<file path="src/rtl/fp32_pkg.sv">
// Shared binary32 types and constants for the subtract issue path.
// Holds the operand view, operand classes and the issue record layout.
package fp32_pkg;

  typedef struct packed {
    logic        sign;
    logic [7:0]  exp;
    logic [22:0] mant;
  } fp32_t;

  typedef enum logic [2:0] {
    FP_ZERO,
    FP_SUB,
    FP_NORM,
    FP_INF,
    FP_QNAN,
    FP_SNAN
  } fp_class_e;

  localparam logic [7:0]  EXP_MAX  = 8'hFF;
  localparam logic [31:0] QNAN     = 32'h7FC0_0000;
  localparam logic [31:0] POS_ZERO = 32'h0000_0000;

  typedef struct packed {
    fp32_t core_a;
    fp32_t core_b;
    logic  eff_sub;
    logic  bypass;
    fp32_t bypass_val;
    logic  invalid;
  } issue_t;

  function automatic logic is_nan(fp_class_e c);
    return (c == FP_QNAN) || (c == FP_SNAN);
  endfunction

  function automatic logic is_zero(fp_class_e c);
    return (c == FP_ZERO) || (c == FP_SUB);
  endfunction

endpackage

</file>
<file path="src/rtl/fsub_issue_stage_if.sv">
// Operand-in / issue-record-out handshake bundle of the issue stage.
// slave: stage side; master: upstream producer plus downstream consumer.
interface fsub_issue_stage_if;

  logic        in_valid;
  logic        in_ready;
  logic [31:0] in_a;
  logic [31:0] in_b;
  logic        in_op;

  logic        out_valid;
  logic        out_ready;
  logic [31:0] out_core_a;
  logic [31:0] out_core_b;
  logic        out_eff_sub;
  logic        out_bypass;
  logic [31:0] out_bypass_val;
  logic        out_invalid;

  modport slave (
    input  in_valid,
    input  in_a,
    input  in_b,
    input  in_op,
    input  out_ready,
    output in_ready,
    output out_valid,
    output out_core_a,
    output out_core_b,
    output out_eff_sub,
    output out_bypass,
    output out_bypass_val,
    output out_invalid
  );

  modport master (
    output in_valid,
    output in_a,
    output in_b,
    output in_op,
    output out_ready,
    input  in_ready,
    input  out_valid,
    input  out_core_a,
    input  out_core_b,
    input  out_eff_sub,
    input  out_bypass,
    input  out_bypass_val,
    input  out_invalid
  );

endinterface

</file>
<file path="src/rtl/fp32_classify.sv">
// Combinational binary32 classifier: x in, class and sign out.
// Ports: x (operand), cls (ZERO/SUB/NORM/INF/QNAN/SNAN), neg (sign bit).
module fp32_classify
  import fp32_pkg::*;
(
  input  fp32_t     x,
  output fp_class_e cls,
  output logic      neg
);

  logic exp_zero;
  logic exp_max;
  logic mant_zero;

  assign exp_zero  = (x.exp == 8'h00);
  assign exp_max   = (x.exp == EXP_MAX);
  assign mant_zero = (x.mant == 23'h0);
  assign neg       = x.sign;

  always_comb begin
    cls = FP_NORM;
    unique case (1'b1)
      exp_zero && mant_zero:
        cls = FP_ZERO;
      exp_zero && !mant_zero:
        cls = FP_SUB;
      exp_max && mant_zero:
        cls = FP_INF;
      exp_max && x.mant[22]:
        cls = FP_QNAN;
      exp_max && !mant_zero && !x.mant[22]:
        cls = FP_SNAN;
      default:
        cls = FP_NORM;
    endcase
  end

endmodule

</file>
<file path="src/rtl/fsub_issue_stage.sv">
// Issue stage for the binary32 add/sub core: classify, order, bypass.
// Ports: clk, rst (sync, active high), io (operand in / record out).
module fsub_issue_stage
  import fp32_pkg::*;
#(
  parameter bit FTZ       = 1'b1,
  parameter int MAX_ALIGN = 25
) (
  input logic clk,
  input logic rst,
  fsub_issue_stage_if.slave io
);

  localparam logic [8:0] ALIGN_LIM = 9'(MAX_ALIGN);

  typedef enum logic [1:0] {
    S_EMPTY,
    S_ONE,
    S_TWO
  } buf_state_e;

  fp32_t     a_raw;
  fp32_t     b_raw;
  fp_class_e a_cls;
  fp_class_e b_cls;
  logic      a_neg;
  logic      b_neg;

  assign a_raw = io.in_a;
  assign b_raw = io.in_b;

  fp32_classify u_cls_a (
    .x   (a_raw),
    .cls (a_cls),
    .neg (a_neg)
  );

  fp32_classify u_cls_b (
    .x   (b_raw),
    .cls (b_cls),
    .neg (b_neg)
  );

  logic sb_eff;
  logic eff_sub;
  logic a_zero;
  logic b_zero;
  logic a_inf;
  logic b_inf;
  logic any_nan;
  logic any_snan;

  assign sb_eff   = b_neg ^ io.in_op;
  assign eff_sub  = a_neg ^ sb_eff;
  assign a_zero   = is_zero(a_cls);
  assign b_zero   = is_zero(b_cls);
  assign a_inf    = (a_cls == FP_INF);
  assign b_inf    = (b_cls == FP_INF);
  assign any_nan  = is_nan(a_cls) | is_nan(b_cls);
  assign any_snan = (a_cls == FP_SNAN)
                  | (b_cls == FP_SNAN);

  // B carries its effective sign from here on;
  // with FTZ a subnormal collapses to signed zero.
  fp32_t a_op;
  fp32_t b_op;

  always_comb begin
    a_op = a_raw;
    b_op = '{
      sign: sb_eff,
      exp:  b_raw.exp,
      mant: b_raw.mant
    };
    if (FTZ && (a_cls == FP_SUB)) begin
      a_op.mant = '0;
    end
    if (FTZ && (b_cls == FP_SUB)) begin
      b_op.mant = '0;
    end
  end

  logic  a_ge;
  logic  mag_eq;
  fp32_t big;
  fp32_t lit;
  logic  [8:0] exp_gap;

  assign a_ge   = {a_op.exp, a_op.mant}
               >= {b_op.exp, b_op.mant};
  assign mag_eq = {a_op.exp, a_op.mant}
               == {b_op.exp, b_op.mant};
  assign big    = a_ge ? a_op : b_op;
  assign lit    = a_ge ? b_op : a_op;

  // big never has the smaller exponent
  assign exp_gap = {1'b0, big.exp}
                 - {1'b0, lit.exp};

  logic  byp;
  logic  inv;
  fp32_t byp_val;

  always_comb begin
    byp     = 1'b1;
    inv     = 1'b0;
    byp_val = POS_ZERO;
    if (any_nan) begin
      byp_val = QNAN;
      inv     = any_snan;
    end else if (a_inf && b_inf && eff_sub) begin
      byp_val = QNAN;
      inv     = 1'b1;
    end else if (a_inf) begin
      byp_val = a_op;
    end else if (b_inf) begin
      byp_val = b_op;
    end else if (a_zero && b_zero) begin
      byp_val      = POS_ZERO;
      byp_val.sign = !eff_sub && a_neg && sb_eff;
    end else if (a_zero) begin
      byp_val = b_op;
    end else if (b_zero) begin
      byp_val = a_op;
    end else if (eff_sub && mag_eq) begin
      byp_val = POS_ZERO;
    end else if (exp_gap > ALIGN_LIM) begin
      byp_val = big;
    end else begin
      byp = 1'b0;
    end
  end

  issue_t new_rec;

  always_comb begin
    new_rec             = '0;
    new_rec.core_a      = big;
    new_rec.core_b      = lit;
    new_rec.core_b.sign = big.sign;
    new_rec.eff_sub     = eff_sub;
    new_rec.bypass      = byp;
    new_rec.bypass_val  = byp_val;
    new_rec.invalid     = inv;
  end

  buf_state_e state_q;
  buf_state_e state_d;
  logic       in_ready_q;
  issue_t     out_q;
  issue_t     skid_q;
  logic       in_xfer;
  logic       out_xfer;
  logic       ld_new;
  logic       ld_skid;
  logic       ld_from_skid;

  assign in_xfer  = io.in_valid & in_ready_q;
  assign out_xfer = (state_q != S_EMPTY)
                  & io.out_ready;

  always_comb begin
    state_d      = state_q;
    ld_new       = 1'b0;
    ld_skid      = 1'b0;
    ld_from_skid = 1'b0;
    unique case (state_q)
      S_EMPTY: begin
        if (in_xfer) begin
          state_d = S_ONE;
          ld_new  = 1'b1;
        end
      end
      S_ONE: begin
        if (in_xfer && out_xfer) begin
          ld_new = 1'b1;
        end else if (in_xfer) begin
          state_d = S_TWO;
          ld_skid = 1'b1;
        end else if (out_xfer) begin
          state_d = S_EMPTY;
        end
      end
      S_TWO: begin
        if (out_xfer) begin
          state_d      = S_ONE;
          ld_from_skid = 1'b1;
        end
      end
      default: state_d = S_EMPTY;
    endcase
  end

  always_ff @(posedge clk) begin
    if (rst) begin
      state_q    <= S_EMPTY;
      in_ready_q <= 1'b1;
      out_q      <= '0;
      skid_q     <= '0;
    end else begin
      state_q    <= state_d;
      in_ready_q <= (state_d != S_TWO);
      if (ld_new) begin
        out_q <= new_rec;
      end else if (ld_from_skid) begin
        out_q <= skid_q;
      end
      if (ld_skid) begin
        skid_q <= new_rec;
      end
    end
  end

  assign io.in_ready       = in_ready_q;
  assign io.out_valid      = (state_q != S_EMPTY);
  assign io.out_core_a     = out_q.core_a;
  assign io.out_core_b     = out_q.core_b;
  assign io.out_eff_sub    = out_q.eff_sub;
  assign io.out_bypass     = out_q.bypass;
  assign io.out_bypass_val = out_q.bypass_val;
  assign io.out_invalid    = out_q.invalid;

endmodule
</file>
<file path="src/flat_wrapper.sv">
// flat-port wrapper written by rule: the top's interface ports become plain ports
module fsub_issue_stage_flat import fp32_pkg::*;
#(
  parameter bit FTZ       = 1'b1,
  parameter int MAX_ALIGN = 25
)
  (clk, rst, io_in_valid, io_in_a, io_in_b, io_in_op, io_out_ready, io_in_ready, io_out_valid, io_out_core_a, io_out_core_b, io_out_eff_sub, io_out_bypass, io_out_bypass_val, io_out_invalid);
  fsub_issue_stage_if io_i ();
  input logic clk;
  input logic rst;
  input wire logic [$bits(io_i.in_valid)-1:0] io_in_valid;
  input wire logic [$bits(io_i.in_a)-1:0] io_in_a;
  input wire logic [$bits(io_i.in_b)-1:0] io_in_b;
  input wire logic [$bits(io_i.in_op)-1:0] io_in_op;
  input wire logic [$bits(io_i.out_ready)-1:0] io_out_ready;
  output wire logic [$bits(io_i.in_ready)-1:0] io_in_ready;
  output wire logic [$bits(io_i.out_valid)-1:0] io_out_valid;
  output wire logic [$bits(io_i.out_core_a)-1:0] io_out_core_a;
  output wire logic [$bits(io_i.out_core_b)-1:0] io_out_core_b;
  output wire logic [$bits(io_i.out_eff_sub)-1:0] io_out_eff_sub;
  output wire logic [$bits(io_i.out_bypass)-1:0] io_out_bypass;
  output wire logic [$bits(io_i.out_bypass_val)-1:0] io_out_bypass_val;
  output wire logic [$bits(io_i.out_invalid)-1:0] io_out_invalid;
  assign io_i.in_valid = io_in_valid;
  assign io_i.in_a = io_in_a;
  assign io_i.in_b = io_in_b;
  assign io_i.in_op = io_in_op;
  assign io_i.out_ready = io_out_ready;
  assign io_in_ready = io_i.in_ready;
  assign io_out_valid = io_i.out_valid;
  assign io_out_core_a = io_i.out_core_a;
  assign io_out_core_b = io_i.out_core_b;
  assign io_out_eff_sub = io_i.out_eff_sub;
  assign io_out_bypass = io_i.out_bypass;
  assign io_out_bypass_val = io_i.out_bypass_val;
  assign io_out_invalid = io_i.out_invalid;
  fsub_issue_stage #(.FTZ(FTZ), .MAX_ALIGN(MAX_ALIGN)) u_core (.clk(clk), .rst(rst), .io(io_i));
endmodule
</file>
<file path="config.mk">
export PLATFORM = sky130hd
export DESIGN_NAME = fsub_issue_stage_flat
export DESIGN_NICKNAME = d
export VERILOG_FILES = /design/src/rtl/fp32_pkg.sv /design/src/rtl/fsub_issue_stage_if.sv /design/src/rtl/fp32_classify.sv /design/src/rtl/fsub_issue_stage.sv /design/src/flat_wrapper.sv
export SDC_FILE = /design/constraint.sdc
export NUM_CORES = 1
export LEC_CHECK = 0
export CAP_MARGIN = 30
export CORE_ASPECT_RATIO = 1.1
export CORE_MARGIN = 1
export CORE_UTILIZATION = 59
export DETAILED_ROUTE_END_ITERATION = 6
export PLACE_DENSITY = 0.86
export SLEW_MARGIN = 20
export SYNTH_ARGS = -nofsm -noshare
export SYNTH_HDL_FRONTEND = slang
export SYNTH_SLANG_ARGS = --single-unit
</file>
<file path="constraint.sdc">
create_clock -name clk -period 13.5 [get_ports clk]
set_input_delay 1.35 -clock clk [delete_from_list [all_inputs] [get_ports clk]]
set_output_delay 1.35 -clock clk [all_outputs]
set_load 0.02 [all_outputs]
</file>
After elaboration in Yosys (flattened, before gate mapping)
Index checks and enable logic that the tools add are counted.
{"block": "word_totals", "register_bits": 200, "input_bits": 69, "output_inout_bits": 101, "word_cells": 126}
{"block": "op_classes", "addsub": 1, "n_lt_le_gt_ge": 2, "n_eq_ne": 14, "n_mux": 41, "bitwise": 6, "n_reduce_logical": 37}
{"op": "2-to-1 mux 32 bit", "n": 10}
{"op": "2-to-1 mux 99 bit", "n": 2}
{"op": "logical NOT 23 bit", "n": 2}
{"op": "2-to-1 mux 23 bit", "n": 2}
{"op": "== test 31 bit", "n": 1}
{"op": "greater-or-equal comparator 31 bit", "n": 1}
{"op": "2-to-1 mux 31 bit", "n": 1}
{"op": "one-hot mux 3 bit (5 select lines)", "n": 2}
{"op": "logical AND 1 bit", "n": 19}
{"op": "2-to-1 mux 1 bit", "n": 17}
{"op": "== test 8 bit (second input constant)", "n": 2}
{"op": "logical NOT 8 bit", "n": 2}
{"op": "== test 3 bit (second input constant)", "n": 4}
{"op": "2-to-1 mux 2 bit", "n": 5}
{"op": "> comparator 9 x 5 -> 1 bit (second input constant)", "n": 1}
{"op": "subtractor 8 x 8 -> 9 bit", "n": 1}
{"op": "== test 3 x 1 -> 1 bit (second input constant)", "n": 2}
{"op": "== test 3 x 2 -> 1 bit (second input constant)", "n": 2}
{"op": "logical NOT 3 bit", "n": 2}
{"op": "one-hot mux 2 bit (3 select lines)", "n": 1}
{"op": "logical NOT 1 bit", "n": 5}
{"op": "logical OR 1 bit", "n": 4}
{"op": "nonzero test 2 bit", "n": 2}
{"op": "AND 1 bit", "n": 2}
{"op": "7 further kinds", "n": 9}

Longest topological paths before layout
Gate-level depths: netlist of the first run.
{"block": "logic_depth", "depth_word": 21, "ltp_mapped": 31, "ltp_nobuf": 26}

Cells and area by module
A second synthesis of the first run with hierarchy kept.
{"block": "hier_totals", "cells_unflattened": 1435, "hier_area_um2": 10901.7}
{"mod": "fsub_issue_stage", "n_inst": 1, "cells_per_inst": 1399, "area_each_um2": 10618.9, "seq_area_each_um2": 3983.8}
{"mod": "fp32_classify", "n_inst": 2, "cells_per_inst": 18, "area_each_um2": 141.4, "seq_area_each_um2": 0.0}

Least setup slack after synthesis of the first run
Ideal clock, no wire load.
{"block": "synth_path", "kind": "input port to flip-flop", "start": "input port io_in_a[28]", "end": "register u_core.skid_q[25] (netlist bit)", "setup_time_ns": 0.137, "t_arrival_ns": 7.282, "required_ns": 13.363, "setup_slack_ns": 6.081, "path_stages": 29, "path_buffers": 4, "path_cell_list": "clkbuf_1 > nor4_1 > and2_1 > clkbuf_1 > o21ai_1 > clkbuf_1 > and2_1 > ha_1 > nand4_1 > nor4_4 > a22oi_1 > o211a_2 > nand2_2 > clkbuf_1 > nor2_1 > a21oi_1 > inv_1 > ha_1 > a21oi_1 > a31oi_1 > o21ai_0 > nand2_1 > maj3_1 > o2111a_1 > a2111o_1 > o31ai_4 > nor2_2 > a221oi_2 > a211oi_1"}
{"item": "start: declaration", "line": "flat_wrapper.sv:12", "text": "input wire logic [$bits(io_i.in_a)-1:0] io_in_a;"}
{"item": "end signal: assignment", "line": "fsub_issue_stage.sv:209", "text": "skid_q <= new_rec;"}
{"item": "end: declaration", "line": "fsub_issue_stage.sv:151", "text": "issue_t skid_q;"}

==> flow_summary.json, run 1 <==
{
  "outcome": "finished clean",
  "rsz0062_at_grt": "false",
  "p_sw_w": 0.000580,
  "holdBufCountCts": 0,
  "worst-setup-path-type": "input pin to flip-flop",
  "report.final.setup_viol": 0,
  "io_pins": 170,
  "whs_ns": 0.459,
  "std_cell_rows": 51,
  "drtIter0Drc": 1183,
  "clk_latency_ns": 0.45,
  "wl_per_cell_um": 21.4,
  "drive_gt1_share_pct": 5.36,
  "post_cts_buffers": 0,
  "die_w_um": 130,
  "multi_input_area_um2": 6120,
  "finalNetCount": 1604,
  "design.die.area_um2": 18500,
  "numPortBuffers": 169,
  "fin_skew_ns": 0.0108,
  "hpwl_mm": 26.1,
  "vias": 11257,
  "finalPower_w": 0.00163,
  "synth_ff_type": "dfxtp_1",
  "htreeDepth": 4,
  "synth-compound-area-share_pct": 28.9,
  "muxShareOfSynthArea_pct": 0.283,
  "seq_area_um2": 3980,
  "drcViolationCount": 0,
  "cap_violations": 0,
  "hold_viol_final": 0,
  "dpl.cell_count": 1716,
  "slew_violations": 0,
  "synth-edff-count": 0,
  "fillers": 1386,
  "ys_top_cells_by_count": "207 x nor2_1, 201 x nand2_1, 199 x dfxtp_1",
  "clk_pin_slew_ns": 0.08,
  "cts_num_sinks": 199,
  "synth_xor_area_share_pct": 0.248,
  "die_h_um": 143,
  "p_int_w": 0.00105,
  "worst_pin_slew_ns": 1.03,
  "core_area_um2": 17600,
  "p_sw_share_pct": 35.6,
  "antenna-diode-count": 0,
  "leakage_nw": 4.77,
  "yosysMostFrequentCell": "nor2_1",
  "hold_path_class": "flip-flop to flip-flop",
  "yosys_warnings": 0,
  "antenna_found_initial": 1,
  "synth_cells": 1401,
  "ys_seq_area_share_pct": 37.6,
  "synth.avg_cell_area_um2": 7.56,
  "worstPathRequired_ns": 13.79,
  "synthesis.area_um2": 10600,
  "synthArstFlopShare_pct": 0,
  "slew_headroom_pct": 31.1,
  "place_congestion": 1.02,
  "synth-seq-cells": 199,
  "drt-pass1-iter-count": 6,
  "wl_mm": 37.4,
  "ys_types": 65,
  "clkPwrFrac_pct": 34.1,
  "grt_use_total_pct": 41.0,
  "synthTopCellsByArea": "dfxtp_1 38%, a211oi_1 8.2%, nor2_1 7.3%, nand2_1 7.1%, a21oi_1 6.9%",
  "clk_path_buf_depth": 2,
  "grt_pass1_wl_mm": 57.3,
  "viasPerCell": 6.44,
  "ant_nets": 0,
  "fin_tns_setup_ns": 0,
  "synth_top_family_by_area": "compound AO/OA/AOI/OAI gates",
  "peakVddDrop_mv": 0.0884,
  "initial_core_util_pct": 60.1,
  "grt_pass1_vias": 10494,
  "synthSimpleGateAreaFrac_pct": 23.2,
  "cp-end-kind": "flip-flop",
  "area_growth_pct": 22.5,
  "cp-start-kind": "input pin",
  "root_buffer": "clkbuf_16",
  "synth_fa_ha_area_share_pct": 4.75,
  "finalCriticalPeriod_ns": 9.27,
  "fin_crit_sh_pct": 68.7,
  "fin_util_pct": 73.7,
  "synth_area_leader_cell": "dfxtp_1",
  "instances_no_fill": 1748,
  "tritoncts": "built",
  "pwr-share-seq_pct": 40.4,
  "power_frac_comb_pct": 25.5,
  "p_per_area_nw_per_um2": 126,
  "max_freq_mhz": 108,
  "numCtsBuffers": 17,
  "grt_start_max_net_pins": 88,
  "synth_top_cell_area_share_pct": 37.6,
  "critPathArrivalTime_ns": 9.57,
  "cp_max_fo": 57,
  "synth_nets": 1508,
  "overflow": 0,
  "cts_resized": 0
}
[power groups by stage]
stage          combinational, W  clock (W)  sequential, W
6_report               0.000417   0.000556       0.000658
5_1_grt                0.000448   0.000580       0.000662
4_1_cts                0.000411   0.000554       0.000657
3_5_place_dp           0.000407          0       0.000670
3_3_place_gp           0.000402          0       0.000669
2_1_floorplan          0.000206          0       0.000700
[layer usage]
metal / share of wire (%) / track usage, %
met5: 0.035 / 0
met4: 7.3 / 28.5
met3: 7.9 / 7.82
met2: 47 / 67.1
met1: 38 / 48.1
[worst max-delay path: stages]
cell and delay (ns):
clkdlybuf4s50_1 0.64, nor4_1 0.40, and2_1 0.40, o21ai_1 0.26
buf_4 0.25, and2_1 0.19, ha_1 0.30, nand4_1 0.17
nor4_2 0.51, a22oi_1 0.21, o211a_2 0.23, nand2_2 0.19
buf_4 0.51, nor2_1 0.08, a21oi_1 0.35, inv_1 0.10
ha_1 0.35, a21oi_1 0.25, a31oi_1 0.11, o21ai_0 0.17
nand2_1 0.11, maj3_1 0.38, o2111a_1 0.24, a2111o_1 0.35
o31ai_4 0.48, nor2_2 0.14, nand2_1 0.60, o21ai_0 0.21
[final timing paths]
kind	from	slack, ns	end	cells after the start
worst max-delay path	io_in_a[28]	4.23	u_core.io.out_bypass_val[8]	28
worst min-delay path	u_core.skid_q[29]	0.46	u_core.skid_q[29]	2
worst min register to register	u_core.skid_q[29]	0.46	u_core.skid_q[29]	2
worst max register to register	u_core.io.in_ready	10.53	u_core.io.out_bypass_val[8]	6
[stage by stage]
step | area [um2] | worst slack [ns]
final | 13000 | 4.23
after global routing | 13000 | 3.67
after CTS | 13000 | 4.40
after detailed placement | 12300 | 3.96
after global placement | 12300 | 4.00
after floorplan | 10600 | 6.08
[state kept, by name (all words and copies together), names as in the netlist]
| signal | count |
|---|---|
| u_core.io.out_core_a | 31 |
| u_core.skid_q | 98 |
| u_core.io.out_invalid | 1 |
| u_core.io.out_bypass | 1 |
| u_core.io.out_eff_sub | 1 |
| u_core.state_q | 2 |
| u_core.io.out_core_b | 32 |
| u_core.io.out_bypass_val | 32 |
| u_core.io.in_ready | 1 |
[cells by family after synthesis]
family / Yosys count
adders and majority gates: 40
AOI/OAI and AO/OA: 462
xor gates and xnor gates: 3
muxes: 3
DFF: 199
and+or+nand+nor: 556
buffers and inverters: 138
[placed cells by master (no fill, tap or decap), types with 37 or more instances in the layout]
cell,count
ha_1,37
a21oi_1,147
dfxtp_1,199
nand2_1,200
and3_1,40
nor2_1,206
o21ai_0,54
a211oi_1,115
clkdlybuf4s50_1,168
[area by class of cell]
cell class | instances | area share [%]
Sequential cell | 199 | 30.7
Clock buffer | 17 | 3.28
Tap cell | 238 | 2.29
Clock inverter | 15 | 1.71
Inverter | 27 | 0.781
Multi-Input combinational cell | 1064 | 47.1
Timing Repair Buffer | 188 | 14.1
Note: power is estimated with default switching activity, not from simulation.
==> run 2: changes to the inputs <==
--- a/config.mk
+++ b/config.mk
@@ -8,9 +8,9 @@
 export CAP_MARGIN = 30
 export CORE_ASPECT_RATIO = 1.1
 export CORE_MARGIN = 1
-export CORE_UTILIZATION = 59
+export CORE_UTILIZATION = 49
 export DETAILED_ROUTE_END_ITERATION = 6
-export PLACE_DENSITY = 0.86
+export PLACE_DENSITY = 0.76
 export SLEW_MARGIN = 20
 export SYNTH_ARGS = -nofsm -noshare
 export SYNTH_HDL_FRONTEND = slang
==> constraint.sdc (replaced) <==
create_clock -name clk -period 7.76 [get_ports clk]
set_input_delay 0.776 -clock clk [delete_from_list [all_inputs] [get_ports clk]]
set_output_delay 0.776 -clock clk [all_outputs]
set_load 0.02 [all_outputs]
==> run 2 against run 1 <==
Cell count increased by 4.9%. Routed wire length rose by 1.5%. Critical path depth grew 1. Final area up 3.0%. Setup slack worse by 3.3 ns. Combinational power rose by 77%. Core utilization decreased by 11 points.
==> flow_summary.json, run 2 (synthesis results as in run 1) <==
{
  "fillers": 1907,
  "instances_no_fill": 1833,
  "hpwl_mm": 26.6,
  "crit_slowest_cell": "clkdlybuf4s50_1",
  "post_cts_buffers": 0,
  "clk_pin_slew_ns": 0.08,
  "numCtsBuffers": 17,
  "rsz0062_at_grt": "false",
  "core_area_um2": 21200,
  "timing.critical_path.mode_cell": "a21oi_1",
  "peakVddDrop_mv": 0.160,
  "fin_skew_ns": 0.0106,
  "worst_pin_slew_ns": 0.872,
  "worst-setup-path-type": "input pin to flip-flop",
  "max_stage_delay_ns": 0.49,
  "worstPathRequired_ns": 8.11,
  "wl_met1_mm": 15.0,
  "numPortBuffers": 169,
  "finalCriticalPeriod_ns": 6.88,
  "root_buffer": "clkbuf_16",
  "clk_path_buf_depth": 2,
  "cp-start-kind": "input pin",
  "grt_pass1_vias": 10300,
  "holdBufCountCts": 0,
  "hold_viol_final": 0,
  "hold_path_depth": 2,
  "r2r_cells": 7,
  "leakage_nw": 4.97,
  "final_common_cell": "nor2_1",
  "report.final.setup_viol": 0,
  "place_congestion": 0.978,
  "seq_area_um2": 3980,
  "cp_max_fo": 10,
  "outcome": "finished clean",
  "wl_mm": 38.0,
  "die_h_um": 156,
  "htreeDepth": 4,
  "drt-pass1-iter-count": 6,
  "cap_violations": 0,
  "grt_pass1_wl_mm": 58.3,
  "largest_reg_flops": 98,
  "tritoncts": "built",
  "largest_register": "u_core.skid_q",
  "fin_util_pct": 63.0,
  "cts_num_sinks": 199,
  "fin_crit_sh_pct": 88.7,
  "dpl.cell_count": 1798,
  "viasPerCell": 6.13,
  "io_pins": 170,
  "drive_gt1_share_pct": 7.45,
  "max_freq_mhz": 145,
  "antenna-diode-count": 0,
  "area_growth_pct": 26.2,
  "whs_ns": 0.463,
  "cts_resized": 0,
  "wl_met2_mm": 18.3,
  "vias": 11241,
  "slew_headroom_pct": 41.8,
  "hold_path_class": "flip-flop to flip-flop",
  "ant_nets": 0,
  "drtIter0Drc": 1082,
  "highest_layer": "met4",
  "initial_core_util_pct": 49.9,
  "clk_latency_ns": 0.44,
  "design.die.area_um2": 22200,
  "std_cell_rows": 56,
  "fin_tns_setup_ns": 0,
  "slew_violations": 0,
  "final_cell_mix": "205 x nor2_1, 200 x nand2_1, 199 x dfxtp_1",
  "multi_input_area_um2": 6130,
  "wl_per_cell_um": 20.7,
  "cp-end-kind": "flip-flop",
  "p_per_area_nw_per_um2": 215,
  "wl_met3_mm": 2.67,
  "finalNetCount": 1637,
  "drcViolationCount": 0,
  "critPathArrivalTime_ns": 7.23,
  "die_w_um": 142,
  "grt_start_max_net_pins": 89,
  "grt_use_total_pct": 34.2,
  "overflow": 0,
  "antenna_found_initial": 0
}
run 2: cell types whose count changed in the layout (fill, tap and decap cells not counted), moves of 2 or more:
cell and change:
bufinv_16 +2, buf_8 +3, clkinv_8 -5, buf_12 +2, inv_16 -2, clkinv_4 +2
inv_6 -4, inv_8 +6, buf_4 +26
run 2: final cells by class:
cell class	instances	area share, %
flip-flops and latches	199	29.8
inverters	27	0.758
multi-input cells	1064	45.8
clock inverters	15	1.69
repair buffers	221	16.0
well taps	290	2.71
clock buffers	17	3.18
run 2: power breakdown:
group | leakage, nW | switching (W) | internal [W]
sequential | 1.63 | 0.0000469 | 0.00110
clock | 0.319 | 0.000487 | 0.000512
combinational | 3.02 | 0.000449 | 0.000290
total | 4.97 | 0.000983 | 0.00190
run 2: metal layers:
layer | global-route usage, % | vias to the layer above
met5 | 0 | -
li1 | - | 5326
met2 | 57.6 | 582
met4 | 18.9 | 0
met3 | 4.70 | 109
met1 | 42.0 | 5224
run 2: critical path: cells and delay by family:
kind / cells / cell delay [ns]
adder cells (fa/ha/maj): 3 / 0.89
AO/OA/AOI/OAI: 14 / 3.12
buffers and inverters: 4 / 0.97
AND/OR/NAND/NOR: 8 / 1.49
run 2: path summary, 6_finish.rpt:
path	slack, ns	startpoint	endpoint
max	0.88	io_in_a[11]	u_core.io.out_bypass_val[11]
min	0.46	u_core.skid_q[29]	u_core.skid_q[29]
max reg2reg	5.13	u_core.io.in_ready	u_core.io.out_core_b[25]
min reg2reg	0.46	u_core.skid_q[29]	u_core.skid_q[29]
run 2: per-stage QoR:
stage / cell area [um2] / power [W] / setup WS [ns]
floorplan: 10600 / 0.00157 / 0.915
global placement: 12600 / 0.00188 / 0.647
detailed placement: 12700 / 0.00189 / 0.526
CTS: 13300 / 0.00287 / 0.953
global route: 13400 / 0.00298 / 0.377
finish: 13400 / 0.00288 / 0.877
==> run 3: changes to the inputs <==
--- a/config.mk
+++ b/config.mk
@@ -9,6 +9,7 @@
 export CORE_ASPECT_RATIO = 1.1
 export CORE_MARGIN = 1
 export CORE_UTILIZATION = 49
+export CTS_BUF_LIST = sky130_fd_sc_hd__clkbuf_16
 export DETAILED_ROUTE_END_ITERATION = 6
 export PLACE_DENSITY = 0.76
 export SLEW_MARGIN = 20
==> results of run 3 <==
The final DEF is identical to that of run 2; final timing and power are the same.
